<file path="config.mk">
export PLATFORM = sky130hd
export DESIGN_NAME = switch_led_pio_flat
export DESIGN_NICKNAME = d
export VERILOG_FILES = /design/src/rtl/switch_led_pio_pkg.sv /design/src/rtl/switch_led_pio_if.sv /design/src/rtl/switch_led_pio_debounce.sv /design/src/rtl/switch_led_pio.sv /design/src/flat_wrapper.sv
export SDC_FILE = /design/constraint.sdc
export NUM_CORES = 1
export LEC_CHECK = 0
export ABC_CLOCK_PERIOD_IN_PS = 2050
export CAP_MARGIN = 20
export CORE_ASPECT_RATIO = 1.75
export CORE_MARGIN = 4
export CORE_UTILIZATION = 46
export DETAILED_ROUTE_END_ITERATION = 10
export PLACE_DENSITY = 0.69
export SLEW_MARGIN = 25
export SYNTH_ARGS = -nofsm -noshare
export SYNTH_HDL_FRONTEND = slang
export SYNTH_SLANG_ARGS = --single-unit
</file>
<file path="constraint.sdc">
create_clock -name clk_clk -period 2.05 [get_ports clk_clk]
set_input_delay 0.3075 -clock clk_clk [delete_from_list [all_inputs] [get_ports clk_clk]]
set_output_delay 0.3075 -clock clk_clk [all_outputs]
set_load 0.02 [all_outputs]
</file>
<file path="src/rtl/switch_led_pio_pkg.sv">
// Shared constants for the switch/LED PIO: register word addresses and bus widths.
package switch_led_pkg;

    localparam int DATA_W = 32;
    localparam int PWM_W  = 8;

    localparam logic [2:0] ADDR_DATA         = 3'd0;
    localparam logic [2:0] ADDR_LED          = 3'd1;
    localparam logic [2:0] ADDR_IRQ_MASK     = 3'd2;
    localparam logic [2:0] ADDR_EDGE_CAPTURE = 3'd3;
    localparam logic [2:0] ADDR_EDGE_SEL     = 3'd4;
    localparam logic [2:0] ADDR_PWM          = 3'd5;

endpackage

</file>
<file path="src/rtl/switch_led_pio_if.sv">
// Avalon-MM slave bus bundle for the switch/LED PIO (no waitrequest, fixed read latency).
interface switch_led_pio_if;

    logic [2:0]                        avs_address;
    logic                              avs_read;
    logic                              avs_write;
    logic [switch_led_pkg::DATA_W-1:0] avs_writedata;
    logic [switch_led_pkg::DATA_W-1:0] avs_readdata;

    modport master (
        output avs_address, avs_read, avs_write, avs_writedata,
        input  avs_readdata
    );

    modport slave (
        input  avs_address, avs_read, avs_write, avs_writedata,
        output avs_readdata
    );

endinterface

</file>
<file path="src/rtl/switch_led_pio_debounce.sv">
// One switch channel: 2-flop synchroniser, stability counter, debounced level and edge pulses.
module switch_debounce #(
    parameter  int DEBOUNCE_CYCLES = 50000,
    localparam int CNT_W           = $clog2(DEBOUNCE_CYCLES + 1)
) (
    input  logic clk,
    input  logic rst_n,
    input  logic sw_async,
    output logic sw_state,
    output logic rise,
    output logic fall
);

    logic             sync_p0;
    logic             sync_p1;
    logic [CNT_W-1:0] cnt;

    always_ff @(posedge clk or negedge rst_n) begin
        if (!rst_n) begin
            sync_p0  <= 1'b0;
            sync_p1  <= 1'b0;
            cnt      <= '0;
            sw_state <= 1'b0;
            rise     <= 1'b0;
            fall     <= 1'b0;
        end else begin
            sync_p0 <= sw_async;
            sync_p1 <= sync_p0;
            rise    <= 1'b0;
            fall    <= 1'b0;
            // Any return to the accepted level restarts the stability window.
            if (sync_p1 == sw_state) begin
                cnt <= '0;
            end else if (cnt == CNT_W'(DEBOUNCE_CYCLES - 1)) begin
                sw_state <= sync_p1;
                cnt      <= '0;
                rise     <= sync_p1;
                fall     <= ~sync_p1;
            end else begin
                cnt <= cnt + CNT_W'(1);
            end
        end
    end

endmodule

</file>
<file path="src/rtl/switch_led_pio.sv">
// Debounced switch inputs with edge capture/IRQ and LED output register on Avalon-MM.
// Optional LED brightness PWM on register 5 when SWITCH_LED_PIO_PWM_EN is defined.
module switch_led_pio
    import switch_led_pkg::*;
#(
    parameter int NUM_SW          = 10,
    parameter int NUM_LED         = 10,
    parameter int DEBOUNCE_CYCLES = 50000
) (
    input  logic               clk_clk,
    input  logic               reset_reset_n,
    switch_led_pio_if.slave    avs,
    input  logic [NUM_SW-1:0]  sw_in,
    output logic [NUM_LED-1:0] led_out,
    output logic               irq
);

    logic [NUM_SW-1:0]  sw_state;
    logic [NUM_SW-1:0]  sw_rise;
    logic [NUM_SW-1:0]  sw_fall;
    logic [NUM_LED-1:0] led_reg;
    logic [NUM_LED-1:0] led_next;
    logic [NUM_SW-1:0]  irq_mask;
    logic [NUM_SW-1:0]  edge_sel;
    logic [NUM_SW-1:0]  edge_cap;
    logic [NUM_SW-1:0]  edge_set;
    logic [NUM_SW-1:0]  edge_clr;
    logic [DATA_W-1:0]  rd_mux;
    logic               wr_led;
    logic               wr_mask;
    logic               wr_cap;
    logic               wr_sel;
    logic               unused_wdata;

    for (genvar i = 0; i < NUM_SW; i++) begin : g_sw
        switch_debounce #(.DEBOUNCE_CYCLES(DEBOUNCE_CYCLES)) u_debounce (
            .clk      (clk_clk),
            .rst_n    (reset_reset_n),
            .sw_async (sw_in[i]),
            .sw_state (sw_state[i]),
            .rise     (sw_rise[i]),
            .fall     (sw_fall[i])
        );
    end

    assign wr_led  = avs.avs_write && (avs.avs_address == ADDR_LED);
    assign wr_mask = avs.avs_write && (avs.avs_address == ADDR_IRQ_MASK);
    assign wr_cap  = avs.avs_write && (avs.avs_address == ADDR_EDGE_CAPTURE);
    assign wr_sel  = avs.avs_write && (avs.avs_address == ADDR_EDGE_SEL);

    assign unused_wdata = &{1'b0, avs.avs_writedata};

    // New edges are OR-ed in after the W1C so a coincident clear cannot drop them.
    assign edge_set = (sw_rise & ~edge_sel) | (sw_fall & edge_sel);
    assign edge_clr = wr_cap ? avs.avs_writedata[NUM_SW-1:0] : '0;

`ifdef SWITCH_LED_PIO_PWM_EN
    logic [PWM_W-1:0] pwm_level;
    logic [PWM_W-1:0] pwm_cnt;

    always_ff @(posedge clk_clk or negedge reset_reset_n) begin
        if (!reset_reset_n) begin
            pwm_level <= '1;
            pwm_cnt   <= '0;
        end else begin
            pwm_cnt <= pwm_cnt + PWM_W'(1);
            if (avs.avs_write && (avs.avs_address == ADDR_PWM))
                pwm_level <= avs.avs_writedata[PWM_W-1:0];
        end
    end

    assign led_next = led_reg & {NUM_LED{pwm_cnt < pwm_level}};
`else
    assign led_next = led_reg;
`endif

    always_comb begin
        rd_mux = '0;
        case (avs.avs_address)
            ADDR_DATA:         rd_mux[NUM_SW-1:0]  = sw_state;
            ADDR_LED:          rd_mux[NUM_LED-1:0] = led_reg;
            ADDR_IRQ_MASK:     rd_mux[NUM_SW-1:0]  = irq_mask;
            ADDR_EDGE_CAPTURE: rd_mux[NUM_SW-1:0]  = edge_cap;
            ADDR_EDGE_SEL:     rd_mux[NUM_SW-1:0]  = edge_sel;
`ifdef SWITCH_LED_PIO_PWM_EN
            ADDR_PWM:          rd_mux[PWM_W-1:0]   = pwm_level;
`endif
            default: ;
        endcase
    end

    always_ff @(posedge clk_clk or negedge reset_reset_n) begin
        if (!reset_reset_n) begin
            led_reg          <= '0;
            irq_mask         <= '0;
            edge_sel         <= '0;
            edge_cap         <= '0;
            irq              <= 1'b0;
            led_out          <= '0;
            avs.avs_readdata <= '0;
        end else begin
            if (wr_led)  led_reg  <= avs.avs_writedata[NUM_LED-1:0];
            if (wr_mask) irq_mask <= avs.avs_writedata[NUM_SW-1:0];
            if (wr_sel)  edge_sel <= avs.avs_writedata[NUM_SW-1:0];
            edge_cap <= (edge_cap & ~edge_clr) | edge_set;
            irq      <= |(edge_cap & irq_mask);
            led_out  <= led_next;
            // Read data is sampled before this edge's writes land, so read-during-write sees the old value.
            if (avs.avs_read) avs.avs_readdata <= rd_mux;
        end
    end

endmodule

</file>
<file path="src/flat_wrapper.sv">
// flat-port wrapper written by rule: the top's interface ports become plain ports
module switch_led_pio_flat import switch_led_pkg::*;
#(
    parameter int NUM_SW          = 10,
    parameter int NUM_LED         = 10,
    parameter int DEBOUNCE_CYCLES = 50000
)
  (clk_clk, reset_reset_n, sw_in, led_out, irq, avs_avs_address, avs_avs_read, avs_avs_write, avs_avs_writedata, avs_avs_readdata);
  switch_led_pio_if avs_i ();
  input  logic clk_clk;
  input  logic reset_reset_n;
  input  logic [NUM_SW-1:0] sw_in;
  output logic [NUM_LED-1:0] led_out;
  output logic irq;
  input wire logic [$bits(avs_i.avs_address)-1:0] avs_avs_address;
  input wire logic [$bits(avs_i.avs_read)-1:0] avs_avs_read;
  input wire logic [$bits(avs_i.avs_write)-1:0] avs_avs_write;
  input wire logic [$bits(avs_i.avs_writedata)-1:0] avs_avs_writedata;
  output wire logic [$bits(avs_i.avs_readdata)-1:0] avs_avs_readdata;
  assign avs_i.avs_address = avs_avs_address;
  assign avs_i.avs_read = avs_avs_read;
  assign avs_i.avs_write = avs_avs_write;
  assign avs_i.avs_writedata = avs_avs_writedata;
  assign avs_avs_readdata = avs_i.avs_readdata;
  switch_led_pio #(.NUM_SW(NUM_SW), .NUM_LED(NUM_LED), .DEBOUNCE_CYCLES(DEBOUNCE_CYCLES)) u_core (.clk_clk(clk_clk), .reset_reset_n(reset_reset_n), .avs(avs_i), .sw_in(sw_in), .led_out(led_out), .irq(irq));
endmodule
</file>
* After elaboration in Yosys (flattened, before gate mapping) *
Cells that the tools add are included.

operators by class
  add/sub/neg operators = 10
  equality and inequality tests = 24
  multiplexer cells = 62
  bitwise gates (word level) = 28
  reductions and logical operators = 16

operators by type and width
  cell                   number
  $mux 16                20
  $add 16x1->16 const B  10
  $eq 16x16->1 const B   10
  $pmux 10 s5            1
  $and 10x10->10         4
  $mux 1                 40
  $not 1->1              20
  $not 10->10            2
  $or 10x10->10          2
  $reduce_and 2->1       10
  $eq 1x1->1             10
  $mux 10                1
  $reduce_or 10->1       1
  $eq 3x2->1 const B     2
  $logic_and 1x1->1      4
  $eq 3x1->1 const B     1
  $eq 3x3->1 const B     1
  $logic_not 3->1        1

storage, ports and cells
  register bits after elaboration = 271
  bits of input ports = 49
  output and inout port bits = 43

* Logic depth before layout (Yosys ltp) *
  depth after elaboration = 6
  gate-level depth with buffers = 6
  gate-level depth less buffers = 5

* Hierarchy *
Synthesis repeated with hierarchy kept, for this count alone.

second synthesis, totals
  cell total of the unflattened synthesis = 1123
  area total of the unflattened synthesis = 12769.7 um2

modules (own cells, without submodules)
  module           instances  cells each  area each (um2)  seq. area each (um2)
  switch_debounce  10         90          984.7            525.5
  switch_led_pio   1          223         2922.8           1526.5

* Worst setup path before layout *
OpenSTA, ideal clock, no wires.

  path kind = register to register
  start = register u_core.g_sw[6].u_debounce.cnt[12]
  end = register u_core.g_sw[6].u_debounce.sw_state
  library setup time = 0.125 ns
  data arrival time = 1.663 ns
  slack = 0.262 ns
  stages on the path, launching flop included = 5
  clock period less this slack = 1.788 ns
  cell sequence = dfrtp_1 -> nor4b_2 -> nand3_2 -> or4_4 -> mux2_4

between the ends
  longest elaborated chain between the ends = 2

ends and longest elaborated chain
  element                     RTL line                       text
  from (decl)                 switch_led_pio_debounce.sv:16  logic [CNT_W-1:0] cnt;
  from (signal assigned)      switch_led_pio_debounce.sv:40  cnt <= cnt + CNT_W'(1);
  $eq 16x16->1                switch_led_pio_debounce.sv:34  end else if (cnt == CNT_W'(DEBOUNCE_CYCLES - 1)) begin
  $reduce_and 2->1 (no line)  n/a
  to (signal assigned)        switch_led_pio_debounce.sv:35  sw_state <= sync_p1;
  to (decl)                   switch_led_pio_debounce.sv:9   output logic sw_state,

No other way between the ends.
A chain may end at the register's enable or synchronous reset.

* Worst setup path in the final report *
Same ends and word-level chain as after synthesis.

==> out/metrics.yaml <==
status: "finished, final reports clean"
r2r-end: "u_core.g_sw[6].u_debounce.sw_state"
cts_setup_buffers: 0
synth_top_area_frac: 0.5534
reg2regPathDepth: 4
cts_buffers: 26
grt_pass1_wl_microns: 40870
antenna_found_initial: 1
crit_type: "flop to flop"
dr.pass1.iters: 4
clk_pin_slew_worst_paths_ns: 0.07
rsz0062_at_grt: "no"
pwr-share-seq: 0.495
cts_buffer_depth: 3
final-setup-viol-count: 0
crit_chain: "nor4b_2 -> nand3_2 -> or4_4 -> mux2_4"
final.min_clock_period_ns: 1.913
ys_seq_area_frac: 0.5534
largest_register_ffs: 160
min_to: "u_core.g_sw[5].u_debounce.sync_p0"
regMostFlops: "u_core.g_sw.u_debounce.cnt"
drv_slew: 0
crit_cells: 4
chipWidth_microns: 131.4
syn-instance-count: 1087
swShare: 0.2269
p_leak_nw: 5.915
synth.avg_cell_area_sq_um: 11.27
coreArea_sq_um: 26060
wire_per_inst_microns: 15.58
cp_max_fo: 4
internal-power_mw: 9.147
min_path_type: "primary input to flop"
cp.required_ns: 2.46
power_density_nw_per_um2: 825.9
drc: 0
crit_family: "simple AND/OR/NAND/NOR gates"
pwr-share-comb: 0.075
synthArstFlopShare: 1.000
clockPowerShare: 0.430
cp_slowest_stage_delay_ns: 0.57
relSlewSlack: 0.4242
r2r_slack_ns: 0.14
place.gp.congestion: 0.8374
final_net_count: 1248
place_hpwl_microns: 16900
drive_above_1_share: 0.1210
ir_drop_uv: 594.0
drt_iter0_drc: 345
synth_area_leaders: "dfrtp_1 55%, xnor2_1 9.0%, nor2_1 5.9%"
cts_root_buf: "clkbuf_16"
yosys_register_bits: 271
fin_setup_tns_ns: 0
synth_edf_count: 0
synthFlopType: "dfrtp_1"
min_path_cells: 1
io_pins: 92
track_usage: 0.1648
syn_to_final_growth_pct: 16.91
fmax_ghz: 0.5228
grt_max_degree: 50
routed_via_density: 5.345
finalClockSkew_ns: 0.01411
die_height_microns: 223.9
synth_top_area_cell: "dfrtp_1"
synth.distinct_cells: 43
whs_ns: 0.2188
timing.max_cap.violations: 0
p_sw_mw: 2.685
clock_latency_ns: 0.53
cp_slowest_cell: "or4_4"
start_util: 0.4703
clock_sinks: 271
min_from: "sw_in[5]"
synth_most_common_cell: "dfrtp_1"
final-hold-violation-count: 0
r2r-start: "u_core.g_sw[6].u_debounce.cnt[12]"
htree_levels: 1
critPathCaptureType: "flop"
crit_path_start_kind: "flop"
dieArea_sq_um: 29420
yosysWarnings: 0
critPathBufInv: 0
fin_crit_sh: 0.9330
synth_common_cells: "271 x dfrtp_1, 193 x nor2_1, 126 x xnor2_1, 53 x nand3_1, 52 x nand2_1"
drtAntennaViolNets: 0
overflow: 0
total_power_mw: 11.83
rows: 78
first_global_vias: 8499
io_buffer_count: 47
critPathArrivalTime_ns: 2.32
routed_wl_microns: 23810
worst_slew_pin_slew_ns: 0.8620
syn-cell-area_sq_um: 12250
tritoncts: "done"
num_vias: 8167
## worst max-delay path by stage
stage / start / endpoint
2_1_floorplan: u_core.g_sw[6].u_debounce.cnt[12] / u_core.g_sw[6].u_debounce.sw_state
3_3_place_gp: avs_avs_address[0] / u_core.edge_sel[0]
3_5_place_dp: avs_avs_address[0] / u_core.avs.avs_readdata[0]
4_1_cts: u_core.avs.avs_readdata[9] / avs_avs_readdata[9]
5_1_grt: u_core.g_sw[7].u_debounce.cnt[12] / u_core.g_sw[7].u_debounce.sw_state
6_report: u_core.g_sw[6].u_debounce.cnt[12] / u_core.g_sw[6].u_debounce.sw_state
## routing by layer
layer / global-route usage / routed length, microns
met1: 0.1991 / 9799
met2: 0.2976 / 12470
met3: 0.02337 / 899
met4: 0.06579 / 635
met5: 0 / 0
## cells in the final DEF (no fill, tap or decap), types with 27 or more instances in the layout
cell / netlist / final
nor3_1: 32 / 32
dfrtp_1: 271 / 271
clkbuf_16: 0 / 27
nand3_1: 53 / 53
clkdlybuf4s50_1: 0 / 46
nor2_1: 193 / 193
nand4_1: 37 / 37
inv_1: 28 / 28
nor4_1: 46 / 46
nand2_1: 52 / 52
buf_4: 23 / 40
xnor2_1: 126 / 126
## cell type report
| type | count | area [sq um] |
|---|---|---|
| Fill cell | 2185 | 11730 |
| Sequential cell | 271 | 6782 |
| Multi-Input combinational cell | 768 | 5204 |
| Timing Repair Buffer | 94 | 905.9 |
| Clock buffer | 38 | 807.0 |
| Tap cell | 320 | 400.4 |
| Clock inverter | 8 | 120.1 |
| Inverter | 28 | 105.1 |
| Antenna cell | 1 | 2.502 |
## logic make-up after synthesis
family	Yosys count	synth area share
AO/OA/AOI/OAI	37	0.03523
buffers and inverters	69	0.02941
other	1	0.0003060
XOR/XNOR	150	0.1072
adder cells (fa/ha/maj)	10	0.01021
multiplexers	50	0.05657
AND/OR/NAND/NOR	499	0.2077
flip-flops	271	0.5534
## power by group through the flow
stage	registers (mW)	clock network, mW	logic, mW
2_1_floorplan	5.95	0	0.409
3_3_place_gp	5.94	0	0.886
3_5_place_dp	5.95	0	0.905
4_1_cts	5.85	5.23	0.910
5_1_grt	5.89	5.47	0.981
6_report	5.85	5.09	0.889
## stage by stage
stage                     utilization  area, sq um  setup WS [ns]  instances
after floorplan                     -        12330         0.2621       1108
after global placement         0.5137        13390        0.09792       1480
after detailed placement       0.5137        13390        0.06283       1480
after CTS                      0.5497        14320         0.1246       1527
after global routing           0.5498        14330       0.006249       1528
final                          0.5498        14330         0.1373       1528
## worst register-to-register path: stages, from the launching register on
cell     delay (ns)
dfrtp_1        0.43
nor4b_2        0.34
nand3_2        0.15
or4_4          0.57
mux2_4         0.31
## timing repair
action	in CTS	in global routing
hold buffers	1	0
gates resized for setup	0	0
hold endpoints to repair	40	0
Note: power is estimated with default switching activity, not from simulation.
